$ cat src/rtl/packer_stuffer_dct_manager_if.sv
// Bundles the DCT-manager, bitpacker and bytestuffer signals of packer_stuffer_dct_manager.
// The master modport drives the block inputs; the slave modport is the block itself.
interface packer_stuffer_dct_manager_if;
    logic        ingester_frontbuffer_select;
    logic        dcts_finished;
    logic [2:0]  mcu_groups_processed;
    logic [1:0]  dcts_frontbuffer;
    logic        dct_nreset;
    logic        bp_data_in_valid;
    logic [31:0] bp_data_in;
    logic [5:0]  bp_input_length;
    logic        bp_flush;
    logic        bp_data_out_valid;
    logic [31:0] bp_data_out;
    logic        bs_data_in_valid;
    logic [7:0]  bs_data_in;
    logic        bs_data_in_ready;
    logic        bs_data_out_valid;
    logic [7:0]  bs_data_out;

    modport master (
        output ingester_frontbuffer_select, dcts_finished,
        output bp_data_in_valid, bp_data_in, bp_input_length, bp_flush,
        output bs_data_in_valid, bs_data_in,
        input  mcu_groups_processed, dcts_frontbuffer, dct_nreset,
        input  bp_data_out_valid, bp_data_out,
        input  bs_data_in_ready, bs_data_out_valid, bs_data_out
    );

    modport slave (
        input  ingester_frontbuffer_select, dcts_finished,
        input  bp_data_in_valid, bp_data_in, bp_input_length, bp_flush,
        input  bs_data_in_valid, bs_data_in,
        output mcu_groups_processed, dcts_frontbuffer, dct_nreset,
        output bp_data_out_valid, bp_data_out,
        output bs_data_in_ready, bs_data_out_valid, bs_data_out
    );
endinterface

$ cat src/rtl/packer_stuffer_dct_manager.sv
// DCT engine sequencer, MSB-first bitpacker (32-bit words, 1-padded flush) and JPEG 0xFF byte stuffer.
module packer_stuffer_dct_manager #(
    parameter int MCU_GROUPS = 8
) (
    input logic                          clock,
    input logic                          nreset,
    packer_stuffer_dct_manager_if.slave  bus
);
    typedef enum logic [1:0] {IDLE, RUN, NEXT} DctState;

    localparam logic [2:0] LAST_GROUP = 3'(MCU_GROUPS - 1);

    DctState     r_state, w_nextState;
    logic        r_selLast, r_pending, r_armed, r_dctNreset;
    logic [2:0]  r_mcu, w_nextMcu;
    logic [1:0]  r_front, w_nextFront;
    logic        w_nextPending, w_nextArmed, w_startReq;

    assign w_startReq = bus.ingester_frontbuffer_select != r_selLast;

    always_ff @(posedge clock or negedge nreset) begin
        if (!nreset) begin
            r_state     <= IDLE;
            r_selLast   <= 1'b0;
            r_pending   <= 1'b0;
            r_armed     <= 1'b0;
            r_mcu       <= 3'd0;
            r_front     <= 2'd0;
            r_dctNreset <= 1'b0;
        end else begin
            r_state     <= w_nextState;
            r_selLast   <= bus.ingester_frontbuffer_select;
            r_pending   <= w_nextPending;
            r_armed     <= w_nextArmed;
            r_mcu       <= w_nextMcu;
            r_front     <= w_nextFront;
            r_dctNreset <= (w_nextState == RUN);
        end
    end

    // r_armed masks dcts_finished in the first RUN cycle, while engines leave reset.
    always_comb begin
        w_nextState   = r_state;
        w_nextMcu     = r_mcu;
        w_nextFront   = r_front;
        w_nextPending = r_pending;
        w_nextArmed   = 1'b0;
        case (r_state)
            IDLE: begin
                if (w_startReq || r_pending) begin
                    w_nextState   = RUN;
                    w_nextMcu     = 3'd0;
                    w_nextPending = 1'b0;
                end
            end
            RUN: begin
                w_nextArmed = 1'b1;
                if (w_startReq) w_nextPending = 1'b1;
                if (r_armed && bus.dcts_finished) begin
                    w_nextFront = r_front + 2'd1;
                    if (r_mcu == LAST_GROUP) begin
                        w_nextMcu   = 3'd0;
                        w_nextState = IDLE;
                    end else begin
                        w_nextMcu   = r_mcu + 3'd1;
                        w_nextState = NEXT;
                    end
                end
            end
            NEXT: begin
                if (w_startReq) w_nextPending = 1'b1;
                w_nextState = RUN;
            end
            default: w_nextState = IDLE;
        endcase
    end

    assign bus.mcu_groups_processed = r_mcu;
    assign bus.dcts_frontbuffer     = r_front;
    assign bus.dct_nreset           = r_dctNreset;

    logic [63:0] r_stream;
    logic [6:0]  r_count;
    logic        r_flushPend, r_bpValid;
    logic [31:0] r_bpOut;
    logic [6:0]  w_len, w_count;
    logic [31:0] w_mask, w_masked;
    logic [63:0] w_append, w_stream;
    logic        w_doFlush;

    // Stream is left-aligned in r_stream: the oldest pending bit sits at bit 63.
    assign w_len     = !bus.bp_data_in_valid ? 7'd0 :
                       (bus.bp_input_length > 6'd32) ? 7'd32 : {1'b0, bus.bp_input_length};
    assign w_mask    = (w_len >= 7'd32) ? 32'hFFFF_FFFF : ((32'h1 << w_len) - 32'h1);
    assign w_masked  = bus.bp_data_in & w_mask;
    assign w_append  = ({32'b0, w_masked} << (7'd64 - w_len)) >> r_count;
    assign w_stream  = r_stream | w_append;
    assign w_count   = r_count + w_len;
    assign w_doFlush = bus.bp_flush || r_flushPend;

    // A flush that overflows a full word emits that word first and pads the remainder next cycle.
    always_ff @(posedge clock or negedge nreset) begin
        if (!nreset) begin
            r_stream    <= 64'd0;
            r_count     <= 7'd0;
            r_flushPend <= 1'b0;
            r_bpValid   <= 1'b0;
            r_bpOut     <= 32'd0;
        end else begin
            r_bpValid   <= 1'b0;
            r_flushPend <= 1'b0;
            if (w_count >= 7'd32) begin
                r_bpValid   <= 1'b1;
                r_bpOut     <= w_stream[63:32];
                r_stream    <= w_stream << 32;
                r_count     <= w_count - 7'd32;
                r_flushPend <= w_doFlush && (w_count > 7'd32);
            end else if (w_doFlush && (w_count != 7'd0)) begin
                r_bpValid <= 1'b1;
                r_bpOut   <= w_stream[63:32] | (32'hFFFF_FFFF >> w_count);
                r_stream  <= 64'd0;
                r_count   <= 7'd0;
            end else begin
                r_stream <= w_stream;
                r_count  <= w_count;
            end
        end
    end

    assign bus.bp_data_out_valid = r_bpValid;
    assign bus.bp_data_out       = r_bpOut;

    logic       r_bsValid, r_bsReady, r_stuff;
    logic [7:0] r_bsOut;
    logic       w_accept;

    assign w_accept = bus.bs_data_in_valid && r_bsReady;

    // While an 0xFF is on the output, input is blocked so the following slot carries the 0x00.
    always_ff @(posedge clock or negedge nreset) begin
        if (!nreset) begin
            r_bsValid <= 1'b0;
            r_bsOut   <= 8'd0;
            r_bsReady <= 1'b1;
            r_stuff   <= 1'b0;
        end else if (r_stuff) begin
            r_bsValid <= 1'b1;
            r_bsOut   <= 8'h00;
            r_bsReady <= 1'b1;
            r_stuff   <= 1'b0;
        end else if (w_accept) begin
            r_bsValid <= 1'b1;
            r_bsOut   <= bus.bs_data_in;
            r_bsReady <= bus.bs_data_in != 8'hFF;
            r_stuff   <= bus.bs_data_in == 8'hFF;
        end else begin
            r_bsValid <= 1'b0;
        end
    end

    assign bus.bs_data_in_ready  = r_bsReady;
    assign bus.bs_data_out_valid = r_bsValid;
    assign bus.bs_data_out       = r_bsOut;
endmodule

$ cat src/flat_wrapper.sv
// flat-port wrapper written by rule: the top's interface ports become plain ports
module packer_stuffer_dct_manager_flat 
#(
    parameter int MCU_GROUPS = 8
)
  (clock, nreset, bus_ingester_frontbuffer_select, bus_dcts_finished, bus_bp_data_in_valid, bus_bp_data_in, bus_bp_input_length, bus_bp_flush, bus_bs_data_in_valid, bus_bs_data_in, bus_mcu_groups_processed, bus_dcts_frontbuffer, bus_dct_nreset, bus_bp_data_out_valid, bus_bp_data_out, bus_bs_data_in_ready, bus_bs_data_out_valid, bus_bs_data_out);
  packer_stuffer_dct_manager_if bus_i ();
  input logic clock;
  input logic nreset;
  input wire logic [$bits(bus_i.ingester_frontbuffer_select)-1:0] bus_ingester_frontbuffer_select;
  input wire logic [$bits(bus_i.dcts_finished)-1:0] bus_dcts_finished;
  input wire logic [$bits(bus_i.bp_data_in_valid)-1:0] bus_bp_data_in_valid;
  input wire logic [$bits(bus_i.bp_data_in)-1:0] bus_bp_data_in;
  input wire logic [$bits(bus_i.bp_input_length)-1:0] bus_bp_input_length;
  input wire logic [$bits(bus_i.bp_flush)-1:0] bus_bp_flush;
  input wire logic [$bits(bus_i.bs_data_in_valid)-1:0] bus_bs_data_in_valid;
  input wire logic [$bits(bus_i.bs_data_in)-1:0] bus_bs_data_in;
  output wire logic [$bits(bus_i.mcu_groups_processed)-1:0] bus_mcu_groups_processed;
  output wire logic [$bits(bus_i.dcts_frontbuffer)-1:0] bus_dcts_frontbuffer;
  output wire logic [$bits(bus_i.dct_nreset)-1:0] bus_dct_nreset;
  output wire logic [$bits(bus_i.bp_data_out_valid)-1:0] bus_bp_data_out_valid;
  output wire logic [$bits(bus_i.bp_data_out)-1:0] bus_bp_data_out;
  output wire logic [$bits(bus_i.bs_data_in_ready)-1:0] bus_bs_data_in_ready;
  output wire logic [$bits(bus_i.bs_data_out_valid)-1:0] bus_bs_data_out_valid;
  output wire logic [$bits(bus_i.bs_data_out)-1:0] bus_bs_data_out;
  assign bus_i.ingester_frontbuffer_select = bus_ingester_frontbuffer_select;
  assign bus_i.dcts_finished = bus_dcts_finished;
  assign bus_i.bp_data_in_valid = bus_bp_data_in_valid;
  assign bus_i.bp_data_in = bus_bp_data_in;
  assign bus_i.bp_input_length = bus_bp_input_length;
  assign bus_i.bp_flush = bus_bp_flush;
  assign bus_i.bs_data_in_valid = bus_bs_data_in_valid;
  assign bus_i.bs_data_in = bus_bs_data_in;
  assign bus_mcu_groups_processed = bus_i.mcu_groups_processed;
  assign bus_dcts_frontbuffer = bus_i.dcts_frontbuffer;
  assign bus_dct_nreset = bus_i.dct_nreset;
  assign bus_bp_data_out_valid = bus_i.bp_data_out_valid;
  assign bus_bp_data_out = bus_i.bp_data_out;
  assign bus_bs_data_in_ready = bus_i.bs_data_in_ready;
  assign bus_bs_data_out_valid = bus_i.bs_data_out_valid;
  assign bus_bs_data_out = bus_i.bs_data_out;
  packer_stuffer_dct_manager #(.MCU_GROUPS(MCU_GROUPS)) u_core (.clock(clock), .nreset(nreset), .bus(bus_i));
endmodule
$ cat config.mk
export PLATFORM = sky130hd
export DESIGN_NAME = packer_stuffer_dct_manager_flat
export DESIGN_NICKNAME = d
export VERILOG_FILES = /design/src/rtl/packer_stuffer_dct_manager_if.sv /design/src/rtl/packer_stuffer_dct_manager.sv /design/src/flat_wrapper.sv
export SDC_FILE = /design/constraint.sdc
export NUM_CORES = 1
export LEC_CHECK = 0
export ABC_AREA = 1
export ABC_CLOCK_PERIOD_IN_PS = 6600
export CORE_ASPECT_RATIO = 1.5
export CORE_MARGIN = 5
export CORE_UTILIZATION = 25
export CTS_CLUSTER_DIAMETER = 30
export DETAILED_ROUTE_END_ITERATION = 6
export MAX_ROUTING_LAYER = met4
export PLACE_DENSITY = 0.49
export REMOVE_ABC_BUFFERS = 1
export SLEW_MARGIN = 5
export SYNTH_ARGS = -nofsm -noshare
export SYNTH_HDL_FRONTEND = slang
export SYNTH_SLANG_ARGS = --single-unit
$ cat constraint.sdc
create_clock -name clock -period 6.6 [get_ports clock]
set_input_delay 0.99 -clock clock [delete_from_list [all_inputs] [get_ports clock]]
set_output_delay 0.99 -clock clock [all_outputs]
set_load 0.02 [all_outputs]
== Yosys cells after proc, flatten, opt, wreduce, memory -nomap -nowiden ==
Index checks and enable logic that the tools add are counted.
Storage, ports and cells
  bits in latches: 0
  bits in writable memories: 0
  logic and storage cells: 91
  output and inout bits: 49
  bits in read-only memories: 0
  bits in registers: 127
  memories: 0
Cells by class
  multiply operators: 0
  equal/unequal tests: 10
  bitwise logic cells: 3
  multiplexer cells: 32
  divide/modulo/power cells: 0
  reduce and logical (&&, ||, !) cells: 16
  add/sub/neg operators: 6
  $lt $le $gt $ge: 4
  shift-type cells: 4
Operators with widths (number)
  $mux W64: 2
  $mux W32: 3
  $or A64 B64 Y64: 1
  $shl A32 B7 Y64: 1
  $shr A64 B7 Y64: 1
  $and A32 B32 Y32: 1
  $or A32 B32 Y32: 1
  $shl A1 B7 Y32 const A: 1
  $shr A32 B7 Y32 const A: 1
  $sub A32 B1 Y32 const B: 1
  $mux W7: 3
  $mux W8: 2
  $ge A7 B6 Y1 const B: 2
  $mux W1: 12
  $mux W3: 3
  $eq A8 B8 Y1 const B: 1
  $ne A8 B8 Y1 const B: 1
  $reduce_bool A2 Y1: 4
  $add A7 B7 Y7: 1
  $gt A7 B6 Y1 const B: 1
  $reduce_bool A7 Y1: 1
  $sub A7 B6 Y7 const B: 1
  $sub A7 B7 Y7 const A: 1
  $gt A6 B6 Y1 const B: 1
  other kinds (18): 28

== Logic depth before layout (Yosys ltp) ==
  word-level depth: 13
  mapped depth: 39

== Least setup slack after synthesis ==
Ideal clock, no wire load.
  path kind: in2reg
  start point: input bus_bp_input_length[2]
  end point: register u_core.r_count[6]
  data required time: 6462 ps
  arrival: 4752 ps
  stages: 28
  path slack: 1710 ps
  setup time: 138 ps
  path buffers: 3
  cells stage by stage: nor2_1 nand3_2 nand2_2 nand3_1 inv_1 buf_2 ha_1 fa_1 nand2_1 inv_1 o21ai_0 nand2_1 a21oi_1 nor2_1 o21ai_0 nand2_1 nor2_1 inv_1 nor3_1 nand2_1 nor3_1 nor2_1 clkinv_1 nor2_1 inv_2 clkbuf_1 clkbuf_1 o22ai_1
Between the ends
  word-level cells in the longest chain between the ends: 8
RTL lines
  start, declared: line flat_wrapper.sv:14  | input wire logic [$bits(bus_i.bp_input_length)-1:0] bus_bp_input_length;
  $gt A6 B6 Y1: line packer_stuffer_dct_manager.sv:93  | (bus.bp_input_length > 6'd32) ? 7'd32 : {1'b0, bus.bp_input_length};
  $mux W6 (*): line packer_stuffer_dct_manager.sv:93
  $mux W7 (*): line packer_stuffer_dct_manager.sv:92  | assign w_len = !bus.bp_data_in_valid ? 7'd0 :
  $add A7 B7 Y7 (*): line packer_stuffer_dct_manager.sv:98  | assign w_count = r_count + w_len;
  parallel branches: the longest is 3 deep, another holds $sub A7 B6 Y7
  $mux W7 (*): line packer_stuffer_dct_manager.sv:112  | if (w_count >= 7'd32) begin
  end signal, assigned: line packer_stuffer_dct_manager.sv:116  | r_count <= w_count - 7'd32;
  end signal, assigned: line packer_stuffer_dct_manager.sv:125  | r_count <= w_count;
  end, declared: line packer_stuffer_dct_manager.sv:83  | logic [6:0] r_count;
Mark *: on every way between the ends.
A chain may end at the register's enable or synchronous reset.

== Worst setup path in the final report ==
  start point: input bus_bp_input_length[4]
  end point: register u_core.r_bpOut[1], in the netlist u_core.bus.bp_data_out[1]
Between the ends
  word-level cells in the longest chain between the ends: 13
RTL lines
  $gt A6 B6 Y1: line packer_stuffer_dct_manager.sv:93
  $mux W6 (*): line packer_stuffer_dct_manager.sv:93
  $mux W7 (*): line packer_stuffer_dct_manager.sv:92
  $shl A1 B7 Y32: line packer_stuffer_dct_manager.sv:94  | assign w_mask = (w_len >= 7'd32) ? 32'hFFFF_FFFF : ((32'h1 << w_len) - 32'h1);
  $sub A32 B1 Y32: line packer_stuffer_dct_manager.sv:94
  $mux W32: line packer_stuffer_dct_manager.sv:94
  $and A32 B32 Y32: line packer_stuffer_dct_manager.sv:95  | assign w_masked = bus.bp_data_in & w_mask;
  $shl A32 B7 Y64: line packer_stuffer_dct_manager.sv:96  | assign w_append = ({32'b0, w_masked} << (7'd64 - w_len)) >> r_count;
  $shr A64 B7 Y64: line packer_stuffer_dct_manager.sv:96
  $or A64 B64 Y64: line packer_stuffer_dct_manager.sv:97  | assign w_stream = r_stream | w_append;
  $or A32 B32 Y32: line packer_stuffer_dct_manager.sv:120  | r_bpOut <= w_stream[63:32] | (32'hFFFF_FFFF >> w_count);
  $mux W32: line packer_stuffer_dct_manager.sv:118  | end else if (w_doFlush && (w_count != 7'd0)) begin
  $mux W32: line packer_stuffer_dct_manager.sv:112
  end signal, assigned: line packer_stuffer_dct_manager.sv:114  | r_bpOut <= w_stream[63:32];
  end signal, assigned: line packer_stuffer_dct_manager.sv:120
  end, declared: line packer_stuffer_dct_manager.sv:85  | logic [31:0] r_bpOut;
Every way passes the cells marked *; elsewhere a longest branch is shown, timed or not. The select of a mux whose other input is x is not followed.

==> impl_results.md <==
- Result of the run: finished, final reports clean
- Type of the tightest min-delay check: reg -> reg
- R2r endpoint: u_core.bus.bp_data_out[1]
- Crit path largest cell delay: 500 ps
- Detailed Route Iter0 Violations: 1153
- Library cell with the highest instance count after synthesis: nand3_1
- Fillcell total: 6109
- Total routed wirelength: 60.7 mm
- Setup repair after global routing missed its margin: no
- Depth of the worst register-to-register path: 22
- Initial core utilization: 25.1%
- Number of warnings printed during yosys synthesis: 0
- Clock slew at the register clock pins of the worst setup and hold paths: 60 ps
- Via-per-instance ratio: 5.28
- Maximum number of pins on one net before global-route repair: 88
- Fraction of synthesis flops using an asynchronous set or reset pin: 100%
- Max H-tree Level: 4
- # port buffers: 101
- Startpoint of the worst hold path: u_core.bus.dcts_frontbuffer[1]
- GR Util All Layers: 20.8%
- Power per standard cell area: 452 nW/µm²
- Post-synth EDFFs: 0
- Fraction of layout instances using a drive strength above 1: 6.24%
- Setup slack of the most critical reg-to-reg path: 1610 ps
- Fraction of the yosys area taken by sequential cells: 23.7%
- Area added between synthesis and finish: 16.6%
- Buf/Inv on CP: 8
- Global-route wire length before repair: 91.9 mm
- Clock Path Buffers: 2
- Normalized max-slew margin: 29.2%
- Area share of the leading cell type in the synthesized netlist: 27.5%
- Total iterations of the first detailed-routing run: 5
- Sort of element at the end of the critical path: flop
- Slowest CP cell: clkdlybuf4s50_1
- Nets: 2399
- Register area: 3180 µm²
- Min cycle time layout: 6070 ps
- Share of the clock period used by the worst path: 92.0%
- Worst hold margin: 470 ps
- Antenna diode count: 0
- Core Box Area: 53400 µm²
- Summed instance area of the synthesized netlist: 13400 µm²
- Vias after detailed routing: 15997
- Sink count of the clock tree: 127
- Cts bufs inserted: 17
- Count of endpoints failing setup in the final report: 0
- Mean cell area of the mapped netlist: 5.83 µm²
- Flip-flop and latch count after synthesis: 127
- Largest area contributor in the netlist: nand3_1
- Maxcap violations: 0
- Required arrival time at the worst endpoint: 6960 ps
- Worst-Skew Late Latency: 430 ps
- Number of distinct library cells after synthesis: 50
- Clock root buffer: clkbuf_16
- Residual DRC: 0
- Final Wtd Congestion: 0.983
- Clock skew: 14.2 ps
- WS Path Type: in -> reg
- Count of endpoints failing hold in the final timing report: 0
- Post-layout utilization of the core: 29.3%
- Total grt overflow: 0
- Die height: 293 µm
- Top cells by area in the synthesized netlist: nand3_1 (28%), dfrtp_1 (24%), nand2_1 (18%), inv_1 (4.8%), nand4_1 (3.6%)
- Final routed wire length divided by cell count: 20.1 µm
- Number of cells traversed by the worst hold path: 1
- Count of pins over their slew limit: 0
- Leading post-synthesis cells by instance count: nand3_1 (737), nand2_1 (638), inv_1 (170)
- Crit start category: primary input
- Flip-flop cell with the highest count after synthesis: dfrtp_1
- Count of pins on the block boundary: 102
- Family with the most delay on the worst path: simple AND/OR/NAND/NOR gates
- Number of nets with antenna violations after routing: 0
- Overall die area: 58400 µm²
- Vias in the first global route: 15801
- Clock tree from TritonCTS: done
- Gate Count Post-Synth: 2298
- Total number of placement rows: 104
- Crit-path most repeated cell: inv_1
- Leakage Power: 7.93 nW
- Terminating pin of the worst hold path: u_core.bus.dcts_frontbuffer[1]
- Chip width: 199 µm
- Initial antenna violation count: 0
- Worst-Margin Slew: 1060 ps
- Highest Clock Rate: 0.165 GHz
- Largest fanout on the critical path: 25
- Worst reg2reg path startpoint: u_core.r_count[0]
- DP Wirelength: 48.7 mm
- Maximum ir drop on the vdd rail: 0.000257 V
- Area of combinational cells with multiple inputs: 8880 µm²
- Arrival @ worst endpoint: 6440 ps
area by class of cell:
type	count	share of cell area, %
multi-input combinational	1837	56.9
timing repair buffer	147	8.77
clock buffer	18	2.81
inverter	195	4.72
sequential	127	20.4
clock inverter	14	0.938
tap	689	5.52
kinds of logic (layout without fill, tap and decap cells):
family | Yosys count | count (layout) | share of synthesized area [%]
AOI/OAI and AO/OA | 195 | 195 | 8.44
DFF | 127 | 127 | 23.7
buffers and inverters | 334 | 374 | 10.0
adders and majority gates | 21 | 21 | 2.02
muxes | 1 | 1 | 0.0747
xor gates and xnor gates | 6 | 6 | 0.448
and+or+nand+nor | 1614 | 1614 | 55.3
power by group:
group / switching (W) / internal [W]
Combinational: 0.00343 / 0.00150
Clock: 0.000398 / 0.000542
Sequential: 0.000121 / 0.00107
cell usage in the layout (no fill, tap or decap), drive strengths merged, types with 4 or more instances in the layout:
master / netlist / layout
inv: 189 / 196
or2: 4 / 4
buf: 86 / 47
a21oi: 85 / 85
o21ai: 42 / 42
dfrtp: 126 / 126
nand3: 747 / 747
nand3b: 4 / 4
clkinv: 6 / 10
nand4: 81 / 81
clkbuf: 53 / 18
o2111ai: 6 / 6
nor3: 6 / 6
ha: 20 / 20
nor2: 122 / 122
clkdlybuf4s50: 0 / 100
nand2: 646 / 646
o21bai: 19 / 19
o22ai: 29 / 29
a31oi: 5 / 5
xor2: 5 / 5
per-layer routing:
layer	routed length (µm)	global-route usage (%)	vias up
li1	-	-	7860
met1	22800	22.1	7490
met2	31900	37.8	490
met3	2330	1.78	157
met4	3790	11.5	0
met5	0	-	-
how the worst max path moves through the flow:
| stage | from | end | slack (ps) | cells past startpoint |
|---|---|---|---|---|
| 2_1_floorplan | bus_bp_input_length[2] | u_core.bus.bp_data_out[17] | -1300 | 28 |
| 3_3_place_gp | bus_bp_input_length[4] | u_core.bus.bp_data_out[1] | 130 | 27 |
| 3_5_place_dp | bus_bp_input_length[4] | u_core.bus.bp_data_out[1] | 40 | 27 |
| 4_1_cts | bus_bp_input_length[4] | u_core.bus.bp_data_out[17] | 480 | 27 |
| 5_1_grt | bus_bp_input_length[4] | u_core.bus.bp_data_out[8] | 60 | 30 |
| 6_report | bus_bp_input_length[4] | u_core.bus.bp_data_out[1] | 530 | 27 |
what timing repair did:
action | in CTS | in global routing
hold buffers | 0 | 0
setup endpoints to repair | 0 | 3
buffers inserted | 0 | 0
endpoints found under the hold margin | 0 | 0
resized for setup | 0 | 2
worst register-to-register path, stage by stage (launching register included):
cell	delay [ps]
dfrtp_1	360
buf_4	290
ha_1	350
fa_1	420
nand2_1	70
inv_1	50
o21ai_0	160
nand2_1	110
a21oi_1	140
nor2_1	60
o21ai_0	140
nand2_1	230
nor2_1	350
inv_1	100
nor3_1	300
nand2_1	120
inv_1	120
a21oi_1	100
nor2_2	490
inv_4	240
a41oi_1	480
o22ai_1	160
inv_1	80
flip-flops by register name (all words and copies together) (netlist names), 2 cells and up:
signal                           cells
u_core.bus.bp_data_out              32
u_core.bus.bs_data_out               8
u_core.bus.dcts_frontbuffer          2
u_core.bus.mcu_groups_processed      3
u_core.r_count                       7
u_core.r_state                       2
u_core.r_stream                     64
through the flow:
stage          TNS (ps)  area, µm²  worst slack [ps]  power, W  std cells
5_1_grt               0      15600              55.5   0.00771       3027
4_1_cts               0      15600               483   0.00710       3027
3_5_place_dp          0      15000              41.1   0.00613       2995
2_1_floorplan    -78230      12800             -1300   0.00434       2159
6_report              0      15600               527   0.00706       3027
3_3_place_gp          0      15000               131   0.00611       2995
No activity file was read; power rests on OpenSTA's default activity.
